**src/rtl/fir_seq_ctrl.sv**
```systemverilog
// Sequencer for the 15-tap FIR: divider-based sample strobe, bank select with flush/warm-up, output qualification.
// All outputs registered (one clock after the deciding edge); no backpressure, i_run=0 stops everything next clock.
module fir_seq_ctrl #(
    parameter int DIV_W      = 16,
    parameter int TAPS       = 15,
    parameter int PIPE_LAT   = 4,
    parameter int CLR_CYCLES = 4
) (
    input  logic             clk,
    input  logic             i_rst,
    input  logic             i_run,
    input  logic [DIV_W-1:0] i_div,
    input  logic [1:0]       i_bank_req,
    input  logic             i_bank_req_vld,
    output logic             o_fir_en,
    output logic             o_fir_srst,
    output logic [1:0]       o_bank_sel,
    output logic             o_out_valid,
    output logic             o_busy
);

    localparam int CLR_W = $clog2(CLR_CYCLES + 1);
    localparam int WRM_W = $clog2(TAPS);

    typedef enum logic [1:0] {S_IDLE, S_CLEAR, S_WARM, S_RUN} state_t;

    state_t              state_q, state_d;
    logic [DIV_W-1:0]    div_cnt_q, div_cnt_d;
    logic [CLR_W-1:0]    clr_cnt_q, clr_cnt_d;
    logic [WRM_W-1:0]    warm_cnt_q, warm_cnt_d;
    logic [1:0]          pend_q, pend_d;
    logic [1:0]          bank_q, bank_d;
    logic                en_q, en_d;
    logic                qual_q, qual_d;
    logic                srst_q, busy_q;
    logic [PIPE_LAT-1:0] vld_pipe_q;
    logic                flush, tick;

    always_comb begin
        state_d    = state_q;
        div_cnt_d  = div_cnt_q;
        clr_cnt_d  = clr_cnt_q;
        warm_cnt_d = warm_cnt_q;
        pend_d     = i_bank_req_vld ? i_bank_req : pend_q;
        bank_d     = bank_q;
        en_d       = 1'b0;
        qual_d     = 1'b0;
        flush      = 1'b0;
        tick       = (div_cnt_q >= i_div);

        if (!i_run) begin
            state_d = S_IDLE;
        end else begin
            case (state_q)
                S_IDLE: flush = 1'b1;
                S_CLEAR: begin
                    // Any request while clearing restarts the clear from scratch.
                    if (i_bank_req_vld)
                        flush = 1'b1;
                    else if (clr_cnt_q == CLR_W'(CLR_CYCLES - 1))
                        state_d = S_WARM;
                    else
                        clr_cnt_d = clr_cnt_q + CLR_W'(1);
                end
                default: begin
                    if (i_bank_req_vld && (i_bank_req != bank_q)) begin
                        flush = 1'b1;
                    end else begin
                        en_d      = tick;
                        qual_d    = tick && (state_q == S_RUN);
                        div_cnt_d = tick ? '0 : div_cnt_q + DIV_W'(1);
                        if (tick && (state_q == S_WARM)) begin
                            if (warm_cnt_q == WRM_W'(TAPS - 2))
                                state_d = S_RUN;
                            else
                                warm_cnt_d = warm_cnt_q + WRM_W'(1);
                        end
                    end
                end
            endcase
        end

        if (flush) begin
            state_d   = S_CLEAR;
            clr_cnt_d = '0;
            bank_d    = pend_d;
        end
        if (flush || (state_d == S_IDLE)) begin
            div_cnt_d  = '0;
            warm_cnt_d = '0;
        end
    end

    always_ff @(posedge clk or posedge i_rst) begin
        if (i_rst) begin
            state_q    <= S_IDLE;
            div_cnt_q  <= '0;
            clr_cnt_q  <= '0;
            warm_cnt_q <= '0;
            pend_q     <= 2'b00;
            bank_q     <= 2'b00;
            en_q       <= 1'b0;
            qual_q     <= 1'b0;
            srst_q     <= 1'b0;
            busy_q     <= 1'b0;
            vld_pipe_q <= '0;
        end else begin
            state_q    <= state_d;
            div_cnt_q  <= div_cnt_d;
            clr_cnt_q  <= clr_cnt_d;
            warm_cnt_q <= warm_cnt_d;
            pend_q     <= pend_d;
            bank_q     <= bank_d;
            en_q       <= en_d;
            qual_q     <= qual_d;
            srst_q     <= (state_d == S_CLEAR);
            busy_q     <= (state_d == S_CLEAR) || (state_d == S_WARM);
            // Flushing or stopping squashes outputs still in flight from the old bank.
            if (flush || (state_d == S_IDLE))
                vld_pipe_q <= '0;
            else
                vld_pipe_q <= PIPE_LAT'({vld_pipe_q, qual_q});
        end
    end

    assign o_fir_en    = en_q;
    assign o_fir_srst  = srst_q;
    assign o_bank_sel  = bank_q;
    assign o_out_valid = vld_pipe_q[PIPE_LAT-1];
    assign o_busy      = busy_q;

endmodule

```
**config.mk**
```make
export PLATFORM = sky130hd
export DESIGN_NAME = fir_seq_ctrl
export DESIGN_NICKNAME = d
export VERILOG_FILES = /design/src/rtl/fir_seq_ctrl.sv
export SDC_FILE = /design/constraint.sdc
export NUM_CORES = 1
export LEC_CHECK = 0
export ABC_CLOCK_PERIOD_IN_PS = 4100
export CORE_ASPECT_RATIO = 1.5
export CORE_MARGIN = 1
export CORE_UTILIZATION = 55
export DETAILED_ROUTE_END_ITERATION = 6
export PLACE_DENSITY_LB_ADDON = 0.15
export SLEW_MARGIN = 25
export SYNTH_ARGS = -nofsm -noshare
export SYNTH_HDL_FRONTEND = slang
export SYNTH_SLANG_ARGS = --single-unit
```
**constraint.sdc**
```tcl
create_clock -name clk -period 4.1 [get_ports clk]
set_input_delay 0.82 -clock clk [delete_from_list [all_inputs] [get_ports clk]]
set_output_delay 0.82 -clock clk [all_outputs]
set_load 0.05 [all_outputs]
```
== Word-level counts from Yosys, hierarchy flattened ==
Cells that the tools add are included.
Storage, ports and cells
  register bits: 37
  bits in latches: 0
  bits in writable memories: 0
  memory bits (read-only): 0
  bits of input ports: 22
  output and inout port bits: 6
  word-level logic and storage cells: 79
  memories kept: 0
Operators by class
  add/sub/neg operators: 3
  multipliers: 0
  div/mod/pow operators: 0
  magnitude comparators: 1
  equal/unequal tests: 13
  shift operators: 0
  mux-type cells: 36
  bitwise logic cells: 0
  reductions and logical operators: 15
Operators by type and width (count)
  $mux 16: 5
  $mux 4: 7
  $add 16x1->16 const B: 1
  $ge 16x16->1: 1
  $mux 2: 8
  $mux 3: 5
  $mux 1: 9
  $ne 2x1->1 const B: 4
  $reduce_bool 2->1: 4
  $eq 2x2->1 const B: 3
  $reduce_and 5->1: 1
  $add 4x1->4 const B: 1
  $eq 2x1->1 const B: 2
  $eq 4x4->1 const B: 1
  $logic_not 2->1: 2
  $pmux 2 s2: 1
  $reduce_and 4->1: 1
  $add 3x1->3 const B: 1
  $eq 3x2->1 const B: 1
  $logic_and 1x1->1: 3
  $reduce_and 3->1: 1
  $logic_or 1x1->1: 2
  $ne 2x2->1: 1
  $ne 2x2->1 const B: 1
  2 further kinds: 2

== Longest topological paths before layout ==
Gate-level depths: netlist of run 1.
  depth in word-level cells: 11
  gate-level depth with buffers: 16
  gate-level depth less buffers: 15

== Worst setup path before layout of run 1 ==
No wires, ideal clock.
  path kind: in2reg
  from: input port i_div[9]
  to: register div_cnt_q[12]
  library setup time: 119 ps
  data arrival time: 3271 ps
  data required time: 3981 ps
  slack: 710 ps
  cell stages on the path: 16
  path buffers: 1
  path through: inv_1 -> ha_1 -> a21oi_1 -> nor2_1 -> a211oi_2 -> o211ai_2 -> buf_6 -> nor3b_2 -> o21ai_0 -> ha_1 -> o21ai_1 -> a211oi_4 -> nand3_1 -> xor2_1 -> o21ai_0 -> and2_1
Between the ends
  longest elaborated chain between the ends: 11
  elaborated cells between the ends (all ways): 18
  classes of those cells: order compare (1); eq/ne (2); mux (10); reduce/logical (5)
RTL lines
  from (decl): line 12  | input logic [DIV_W-1:0] i_div,
  $ge 16x16->1 (*): line 49  | tick = (div_cnt_q >= i_div);
  $logic_and 1x1->1: line 72  | if (tick && (state_q == S_WARM)) begin
  $mux 2: line 72
  $mux 2: line 66  | if (i_bank_req_vld && (i_bank_req != bank_q)) begin
  $pmux 2 s2: line 54  | case (state_q)
  $mux 2: line 51  | if (!i_run) begin
  $mux 2: line 83  | if (flush) begin
  $logic_not 2->1: line 88  | if (flush || (state_d == S_IDLE)) begin
  $logic_or 1x1->1: line 88
  $ne 2x1->1 (no source line) or $reduce_bool 2->1 (tied branches)
  $reduce_and 3->1 (no source line)
  to (signal assigned): line 109  | div_cnt_q <= div_cnt_d;
  to (decl): line 28  | logic [DIV_W-1:0] div_cnt_q, div_cnt_d;
Every way passes the cells marked *; elsewhere a longest branch is shown, timed or not. The select of a mux whose other input is x is not followed.
A chain may end at the register's enable or synchronous reset.

== Worst setup path after layout of run 1 ==
  from: input port i_div[11]
  to: register div_cnt_q[7]
Same word-level chain as after synthesis.

==> qor.yml, run 1 <==
hold_path:
  hp-start: "qual_q$_DFF_PP0_"
  holdCritPathClass: "flop to flop"
  min_to: "vld_pipe_q[0]$_DFF_PP0_"
  hold_depth: 1
worst_setup_path:
  required_ps: 4320
  cp_slowest_stage_delay_ps: 450
  r2r.worst_path.cells: 12
  crit_path_end_kind: "flop"
  cp_max_fo: 13
  reg2reg_from: "div_cnt_q[11]$_DFFE_PP0P_"
  r2r_slack_ps: 900
  cp_num_cells: 14
  critPathSlowestCell: "clkdlybuf4s50_1"
  cp_top_family: "simple AND/OR/NAND/NOR gates"
  rr_endpoint: "div_cnt_q[7]$_DFFE_PP0P_"
  startpoint_type: "input port"
  cpMostUsedCell: "ha_1"
  path_class: "input port to flop"
  cp_data_arrival_time_ps: 3980
  cp.buffers_inverters: 2
  crit_chain: "clkdlybuf4s50_1, inv_1, ha_1, nand4_1, nor4_1, o21ai_1, o211ai_2, nor3b_2, o21ai_0, ha_1, a31oi_1, nand2_2, a21o_4, nor2_1"
run:
  cap_violations: 0
drt:
  dr.pass1.iters: 4
  first_iter_violations: 41
  via_per_inst: 5.65
  routedWlPerCell_um: 14.5
  drtAntennaViolNets: 0
  wirelength_um: 4710
  num_vias: 1829
  drcViolationCount: 0
logic_synthesis:
  seq_area_frac_synth: 0.387
  yosys.area_share.xor_xnor: 0.0685
  async_flop_share: 1.00
  synth-seq-cells: 37
  synth_compound_area_frac: 0.142
  synth_most_common_cell: "dfrtp_1"
  yosysUniqueCellTypes: 51
  synth_top_family_by_area: "simple AND/OR/NAND/NOR gates"
  synth_top_area_share: 0.387
  ys.flop_type: "dfrtp_1"
  yosysWarnings: 0
  syn_inst: 245
  synth.area.mux_share: 0.0188
  synth-simple-area-share: 0.204
  synth.cell_area_um2: 2390
  syn-num-nets: 290
  synth_area_leaders: "dfrtp_1 39%, ha_1 12%, inv_1 3.9%"
  synth-adder-area-share: 0.120
  yosys.area.top_type: "dfrtp_1"
  synthTopCellsByCount: "37 x dfrtp_1, 25 x inv_1, 23 x ha_1, 21 x nor2_1, 15 x nand2_1"
  synth-edff-count: 0
  avgSynthCellArea_um2: 9.77
cells_and_area:
  n_fill_cell: 337
  antenna_cells: 0
  syn_to_final_growth_pct: 17.6
  multiInputGateArea_um2: 1320
  drive_gt1_frac: 0.144
  regArea_um2: 926
  nets: 322
grt:
  grt_use_total: 0.228
  grt_pass1_wl_um: 8080
  grt_overflow_total: 0
  grt_max_degree: 38
  grt_pass1_vias: 1866
  antenna_found_initial: 0
timing:
  fin_crit_sh: 0.919
  maxSlewHeadroom: 0.643
  finalSetupViolations: 0
  skew_ps: 4.74
  worst_pin_slew_ps: 533
  slew_violations: 0
  rsz0062_at_grt: "false"
  post-route-min-period_ps: 3770
  max_freq_mhz: 265
  hold_violations: 0
  fin_hold_ws_ps: 481
die:
  dieArea_um2: 4630
  rows: 29
  die_x_um: 55.9
  io-pin-count: 28
  die_h_um: 82.8
  core_um2: 4210
  start_util: 0.569
clocking:
  htreeDepth: 2
  clockBufferDepth: 2
  cts_setup_buffers: 0
  clkSinkCount: 37
  numCtsBuffers: 5
  cts_resized: 0
  clkTransAtPathRegs_ps: 70
  cts_root_buffer: "clkbuf_8"
  clkLatencyLatePin_ps: 290
  holdBufCountCts: 0
  cts_tree: "done"
power_and_ir_drop:
  vdd_drop_max_mv: 0.282
  p_leak_nw: 1.31
  power_mw: 0.842
  power_density_nw_per_um2: 299
placement:
  gp_congestion: 0.856
  place_hpwl_um: 3600
  io_buffers: 27
run_status:
  status: "finished clean"
worst max-delay path by stage:
stage	from	endpoint	slack, ps
3_5_place_dp	i_div[11]	div_cnt_q[10]$_DFFE_PP0P_	-30
6_report	i_div[11]	div_cnt_q[7]$_DFFE_PP0P_	330
3_3_place_gp	i_div[11]	div_cnt_q[7]$_DFFE_PP0P_	60
4_1_cts	i_div[11]	div_cnt_q[10]$_DFFE_PP0P_	290
5_1_grt	i_div[11]	warm_cnt_q[2]$_DFFE_PP0P_	50
2_1_floorplan	i_div[9]	div_cnt_q[12]$_DFFE_PP0P_	710
cells by family after synthesis:
kind of cell             after synthesis
adder cells (fa/ha/maj)               23
XOR/XNOR                              17
multiplexers                           4
buffers and inverters                 31
AO/OA/AOI/OAI                         44
AND/OR/NAND/NOR                       89
flip-flops                            37
final cells by class:
cell class,instances,share of cell area
tap,46,0.0205
multi-input combinational,177,0.470
inverter,26,0.0347
timing repair buffer,30,0.104
clock buffer,7,0.0307
clock inverter,1,0.0107
sequential,37,0.329
layout by cell type (no fill, tap or decap), types with 2 or more instances in the layout:
| cell | synthesis | final |
|---|---|---|
| a211oi_2 | 2 | 2 |
| a21oi_1 | 13 | 13 |
| a22o_1 | 2 | 2 |
| a31oi_1 | 3 | 3 |
| and2_1 | 4 | 4 |
| and3_1 | 9 | 9 |
| and3_2 | 4 | 4 |
| and3_4 | 2 | 2 |
| buf_4 | 1 | 3 |
| clkbuf_8 | 0 | 6 |
| clkdlybuf4s50_1 | 0 | 27 |
| dfrtp_1 | 37 | 37 |
| ha_1 | 23 | 23 |
| inv_1 | 25 | 25 |
| mux2_2 | 4 | 4 |
| nand2_1 | 15 | 15 |
| nand2_2 | 2 | 2 |
| nand3_1 | 11 | 11 |
| nand4_1 | 5 | 5 |
| nor2_1 | 21 | 21 |
| nor2_2 | 3 | 3 |
| nor2b_1 | 4 | 4 |
| o21ai_0 | 8 | 8 |
| o21ai_1 | 2 | 2 |
| xnor2_1 | 10 | 10 |
| xor2_1 | 5 | 5 |
| xor2_2 | 2 | 2 |
routing by layer:
layer	wire length [um]	part of all wire	track usage
met1	1950	0.41	0.243
met2	2460	0.52	0.435
met3	168	0.036	0.0403
met4	136	0.029	0.112
met5	0	0	0
registers in the layout, summed over array words and instances (netlist names):
| signal | cells |
|---|---|
| o_fir_srst | 1 |
| state_q | 2 |
| o_fir_en | 1 |
| qual_q | 1 |
| clr_cnt_q | 3 |
| o_busy | 1 |
| vld_pipe_q | 4 |
| warm_cnt_q | 4 |
| pend_q | 2 |
| div_cnt_q | 16 |
| o_bank_sel | 2 |
through the flow:
| step | utilization | setup slack (ps) | area, um2 | TNS [ps] | instances |
|---|---|---|---|---|---|
| CTS | 0.669 | 289 | 2810 | 0 | 324 |
| global route | 0.669 | 53.7 | 2810 | 0 | 324 |
| finish | 0.669 | 333 | 2810 | 0 | 324 |
| detailed placement | 0.641 | -25.9 | 2700 | -86.5 | 316 |
| global placement | 0.641 | 58.9 | 2700 | 0 | 316 |
| floorplan | - | 710 | 2390 | 0 | 245 |
report_power, final:
| group | switching [mW] | internal, mW | total (mW) | leakage (nW) |
|---|---|---|---|---|
| Clock | 0.124 | 0.198 | 0.322 | 0.0585 |
| Sequential | 0.00934 | 0.376 | 0.386 | 0.499 |
| Combinational | 0.0767 | 0.0576 | 0.134 | 0.754 |
| Total | 0.210 | 0.632 | 0.842 | 1.31 |
No activity file was read; power rests on OpenSTA's default activity.
==> inputs of run 2 (changes only) <==
--- a/config.mk
+++ b/config.mk
@@ -6,10 +6,13 @@
 export NUM_CORES = 1
 export LEC_CHECK = 0
 export ABC_CLOCK_PERIOD_IN_PS = 4100
+export CELL_PAD_IN_SITES_DETAIL_PLACEMENT = 0
+export CELL_PAD_IN_SITES_GLOBAL_PLACEMENT = 1
 export CORE_ASPECT_RATIO = 1.5
 export CORE_MARGIN = 1
-export CORE_UTILIZATION = 55
+export CORE_UTILIZATION = 49
 export DETAILED_ROUTE_END_ITERATION = 6
+export DONT_BUFFER_PORTS = 1
 export PLACE_DENSITY_LB_ADDON = 0.15
 export SLEW_MARGIN = 25
 export SYNTH_ARGS = -nofsm -noshare
==> constraint.sdc (replaced) <==
create_clock -name clk -period 4.1 [get_ports clk]
set_input_delay 1.23 -clock clk [delete_from_list [all_inputs] [get_ports clk]]
set_output_delay 1.23 -clock clk [all_outputs]
set_load 0.05 [all_outputs]
==> qor.yml, run 2 (synthesis results as in run 1) <==
worst_setup_path:
  cp_data_arrival_time_ps: 3910  # -70 ps
  cp_max_fo: 13  # unchanged
  r2r_slack_ps: 930  # +30 ps
  startpoint_type: "input port"
  path_class: "input port to flop"
  required_ps: 4310  # about the same
  crit_path_end_kind: "flop"
timing:
  worst_pin_slew_ps: 617  # +83.4 ps
  skew_ps: 3.62  # -1.12 ps
  setup_tns_ps: 0  # unchanged
  post-route-min-period_ps: 3700  # -70.7 ps
  maxSlewHeadroom: 0.588  # -0.0550
  finalSetupViolations: 0  # unchanged
  max_freq_mhz: 271  # +1.9%
  fin_crit_sh: 0.902  # -0.0172
  slew_violations: 0  # unchanged
  rsz0062_at_grt: "false"
  setup_slack_ps: 404  # +70.7 ps
  hold_violations: 0  # unchanged
clocking:
  cts_root_buffer: "clkbuf_8"
  cts_resized: 0  # unchanged
  htreeDepth: 2  # unchanged
  numCtsBuffers: 5  # unchanged
  clkTransAtPathRegs_ps: 70  # about the same
  cts_tree: "done"
  clkLatencyLatePin_ps: 280  # about the same
  holdBufCountCts: 0  # unchanged
  clockBufferDepth: 2  # unchanged
  cts_setup_buffers: 0  # unchanged
  clkSinkCount: 37  # unchanged
drt:
  via_per_inst: 5.38  # -4.8%
  routed.top_layer: "met4"
  drcViolationCount: 0  # unchanged
  wl_met2_um: 2610  # +5.9%
  routedWlPerCell_um: 14.8  # +2.0%
  wl_met3_um: 84  # -50%
  wirelength_um: 4660  # -1.1%
  first_iter_violations: 73  # +78%
  drtAntennaViolNets: 0  # unchanged
  num_vias: 1688  # -7.7%
  dr.pass1.iters: 4  # unchanged
  wl_met1_um: 1900  # -2.5%
cells_and_area:
  final_cell_mix: "37 x dfrtp_1, 25 x inv_1, 23 x ha_1, 21 x nor2_1, 15 x nand2_1"
  syn_to_final_growth_pct: 5.96
  nets: 295  # -8.4%
  drive_gt1_frac: 0.156  # +0.0121
  finalNonFillerCells: 314  # -3.1%
  final_common_cell: "dfrtp_1"
  antenna_cells: 0  # unchanged
  n_fill_cell: 446  # +32%
  largest_reg_flops: 16  # unchanged
  reg.largest.list: "div_cnt_q (16), vld_pipe_q (4), warm_cnt_q (4)"
  top_register: "div_cnt_q"
grt:
  grt_overflow_total: 0  # unchanged
  antenna_found_initial: 0  # unchanged
  grt_pass1_vias: 1724  # -7.6%
  grt_use_total: 0.210  # -0.0179
  grt_max_degree: 22  # -42%
  grt_pass1_wl_um: 8100  # +0.26%
die:
  dieArea_um2: 5170  # +12%
  die_h_um: 87.6  # +5.8%
  io-pin-count: 28  # unchanged
  rows: 30  # +3.4%
  die_x_um: 59.1  # +5.7%
  start_util: 0.518  # -0.0502
  core_um2: 4620  # +9.7%
power_and_ir_drop:
  p_leak_nw: 1.19  # -9.0%
  vdd_drop_max_mv: 0.203  # -28%
  power_density_nw_per_um2: 292  # -2.4%
run_status:
  status: "finished clean"
placement:
  gp_congestion: 0.795  # -7.2%
  pre_cts_ws_ps: 46.4  # +72.4 ps
  place_hpwl_um: 3670  # +1.9%
  dp.cells: 307  # -2.8%
  io_buffers: 0  # -100%
run:
  cap_violations: 0  # unchanged
hold_path:
  holdCritPathClass: "flop to flop"
[run 2: where the power goes]
group          internal, mW  switching (mW)
Sequential            0.376          0.0280
Combinational        0.0327          0.0500
Clock                 0.133           0.121
Total                 0.542           0.199
[run 2: final timing paths]
check,endpoint,start,cells past startpoint
min in group asynchronous,vld_pipe_q[2]$_DFF_PP0_,i_rst,1
hold reg to reg,vld_pipe_q[2]$_DFF_PP0_,vld_pipe_q[1]$_DFF_PP0_,1
setup reg to reg,div_cnt_q[6]$_DFFE_PP0P_,div_cnt_q[11]$_DFFE_PP0P_,12
hold / removal,vld_pipe_q[2]$_DFF_PP0_,vld_pipe_q[1]$_DFF_PP0_,1
max in group asynchronous,div_cnt_q[7]$_DFFE_PP0P_,i_rst,2
setup / recovery,div_cnt_q[6]$_DFFE_PP0P_,i_div[11],13
[run 2: critical path: stages]
cell	delay (ps)
inv_1	20
ha_1	320
nand4_1	160
nor4_1	330
o21ai_1	160
o211ai_2	110
nor3b_2	210
o21ai_0	100
ha_1	290
a31oi_1	340
nand2_2	200
a21o_4	290
nor2_1	130
[run 2: layer usage]
layer | GRT usage | up-vias
met1 | 0.230 | 799
met3 | 0.0340 | 7
li1 | - | 858
met5 | 0 | -
met4 | 0.0714 | 0
met2 | 0.398 | 24
[run 2: metrics by stage]
step                      hold WS (ps)  instance area (um2)   util  total power [mW]
final                              478                 2540  0.549             0.741
after global routing               493                 2540  0.549             0.775
after CTS                          486                 2540  0.549             0.755
after detailed placement           457                 2450  0.531             0.496
after global placement             456                 2450  0.531             0.494
after floorplan                    451                 2390      -             0.481
[run 2: area by class of cell]
type                       count  area (um2)  share of cell area
inverter                      26        97.6              0.0385
sequential                    37         926               0.365
timing repair buffer           3        22.5             0.00888
tap                           64        80.1              0.0316
multi-input combinational    177        1320               0.522
clock buffer                   7        86.3              0.0340
==> inputs of run 3 (changes only) <==
--- a/config.mk
+++ b/config.mk
@@ -11,9 +11,10 @@
 export CORE_ASPECT_RATIO = 1.5
 export CORE_MARGIN = 1
 export CORE_UTILIZATION = 49
+export CTS_BUF_LIST = sky130_fd_sc_hd__clkbuf_16
 export DETAILED_ROUTE_END_ITERATION = 6
 export DONT_BUFFER_PORTS = 1
-export PLACE_DENSITY_LB_ADDON = 0.15
+export PLACE_DENSITY = 0.81
 export SLEW_MARGIN = 25
 export SYNTH_ARGS = -nofsm -noshare
 export SYNTH_HDL_FRONTEND = slang
==> qor.yml, run 3 (synthesis results as in run 1) <==
power_and_ir_drop:
  power_density_nw_per_um2: 330  # +13%
  power_mw: 0.853  # +15%
  vdd_drop_max_mv: 0.362  # +78%
  p_leak_nw: 1.22  # +2.6%
die:
  die_x_um: 59.1  # unchanged
  dieArea_um2: 5170  # unchanged
  start_util: 0.518  # unchanged
  io-pin-count: 28  # unchanged
  rows: 30  # unchanged
  die_h_um: 87.6  # unchanged
  core_um2: 4620  # unchanged
drt:
  drcViolationCount: 0  # unchanged
  wirelength_um: 4570  # -2.0%
  dr.pass1.iters: 4  # unchanged
  routedWlPerCell_um: 14.5  # -2.3%
  num_vias: 1697  # +0.53%
  first_iter_violations: 45  # -38%
  via_per_inst: 5.39  # +0.21%
  drtAntennaViolNets: 0  # unchanged
worst_setup_path:
  cp_max_fo: 13  # unchanged
  path_class: "input port to flop"
  startpoint_type: "input port"
  reg2reg_from: "div_cnt_q[11]$_DFFE_PP0P_"
  r2r.worst_path.cells: 12  # unchanged
  crit_path_end_kind: "flop"
  rr_endpoint: "div_cnt_q[6]$_DFFE_PP0P_"
  cp_data_arrival_time_ps: 3860  # -50 ps
  r2r_slack_ps: 970  # +40 ps
  required_ps: 4310  # about the same
clocking:
  clockBufferDepth: 2  # unchanged
  numCtsBuffers: 5  # unchanged
  cts_tree: "done"
  clkSinkCount: 37  # unchanged
  holdBufCountCts: 0  # unchanged
  cts_setup_buffers: 0  # unchanged
  clkLatencyLatePin_ps: 280  # about the same
  clkTransAtPathRegs_ps: 60  # about the same
  htreeDepth: 2  # unchanged
  cts_root_buffer: "clkbuf_16"
  cts_resized: 0  # unchanged
placement:
  gp_congestion: 0.776  # -2.5%
  dpl_cell_area_um2: 2450  # unchanged
  io_buffers: 0  # unchanged
  place_hpwl_um: 3460  # -5.7%
timing:
  worst_pin_slew_ps: 548  # -69.3 ps
  max_freq_mhz: 274  # +1.2%
  fin_hold_ws_ps: 471  # -7.30 ps
  skew_ps: 3.53  # -0.0933 ps
  maxSlewHeadroom: 0.635  # +0.0466
  fin_crit_sh: 0.891  # -0.0110
  rsz0062_at_grt: "false"
  slew_violations: 0  # unchanged
  post-route-min-period_ps: 3650  # -45.1 ps
  hold_violations: 0  # unchanged
  setup_tns_ps: 0  # unchanged
  finalSetupViolations: 0  # unchanged
grt:
  grt_pass1_vias: 1691  # -1.9%
  antenna_found_initial: 0  # unchanged
  grt_use_total: 0.196  # -0.0137
  grt_overflow_total: 0  # unchanged
  grt_pass1_wl_um: 7500  # -7.4%
  grt_max_degree: 38  # +73%
hold_path:
  hp-start: "vld_pipe_q[1]$_DFF_PP0_"
  holdCritPathClass: "flop to flop"
  min_to: "vld_pipe_q[2]$_DFF_PP0_"
  hold_depth: 1  # unchanged
cells_and_area:
  regArea_um2: 926  # unchanged
  drive_gt1_frac: 0.159  # +0.00336
  post-route-util: 0.561  # +0.0114
  multiInputGateArea_um2: 1320  # unchanged
  n_fill_cell: 446  # unchanged
  final_common_cell: "dfrtp_1"
  reg.largest.list: "div_cnt_q (16), vld_pipe_q (4), warm_cnt_q (4)"
  largest_reg_flops: 16  # unchanged
  fin_area_um2: 2590  # +2.1%
  antenna_cells: 0  # unchanged
  nets: 295  # unchanged
  top_register: "div_cnt_q"
  final_cell_mix: "37 x dfrtp_1, 26 x inv_1, 23 x ha_1, 21 x nor2_1, 15 x nand2_1"
  syn_to_final_growth_pct: 8.15
run:
  cap_violations: 0  # unchanged
run_status:
  status: "finished clean"
## run 3: changes by cell type in the layout (fill, tap and decap cells not counted), sizes merged
cell    change
clkbuf      -2
clkinv      +2
inv         +1
## run 3: layout make-up
type / instances / area share
Multi-Input combinational cell: 177 / 0.511
Tap cell: 64 / 0.0309
Timing Repair Buffer: 3 / 0.00870
Clock buffer: 5 / 0.0483
Clock inverter: 3 / 0.00532
Inverter: 26 / 0.0377
Sequential cell: 37 / 0.358
## run 3: worst max-delay path, cell delays in order
cell and delay (ps):
inv_1 20, ha_1 310, nand4_1 150, nor4_1 330, o21ai_1 160, o211ai_2 110
nor3b_2 210, o21ai_0 100, ha_1 300, a31oi_1 330, nand2_2 200, a21o_4 290
nor2_1 120
## run 3: power breakdown
group / switching (mW) / internal (mW)
clock: 0.145 / 0.221
sequential: 0.0277 / 0.376
combinational: 0.0506 / 0.0329
## run 3: how the worst max path moves through the flow
| stage | from | cells after the start | to |
|---|---|---|---|
| global route | i_div[11] | 15 | div_cnt_q[12]$_DFFE_PP0P_ |
| global placement | i_div[11] | 13 | div_cnt_q[4]$_DFFE_PP0P_ |
| finish | i_div[11] | 13 | div_cnt_q[6]$_DFFE_PP0P_ |
| detailed placement | i_div[11] | 15 | div_cnt_q[12]$_DFFE_PP0P_ |
| CTS | i_div[11] | 15 | div_cnt_q[12]$_DFFE_PP0P_ |
| floorplan | i_div[9] | 16 | div_cnt_q[12]$_DFFE_PP0P_ |
## run 3: metal layers
metal,wire (um),track usage
met5,0,0
met4,73,0.0714
met3,76,0.0295
met2,2520,0.381
met1,1900,0.206
## run 3: per-stage QoR
step                setup WS, ps  std cells
floorplan                    300        245
global placement             158        307
detailed placement          95.0        307
CTS                          364        315
global route                 205        315
finish                       449        315
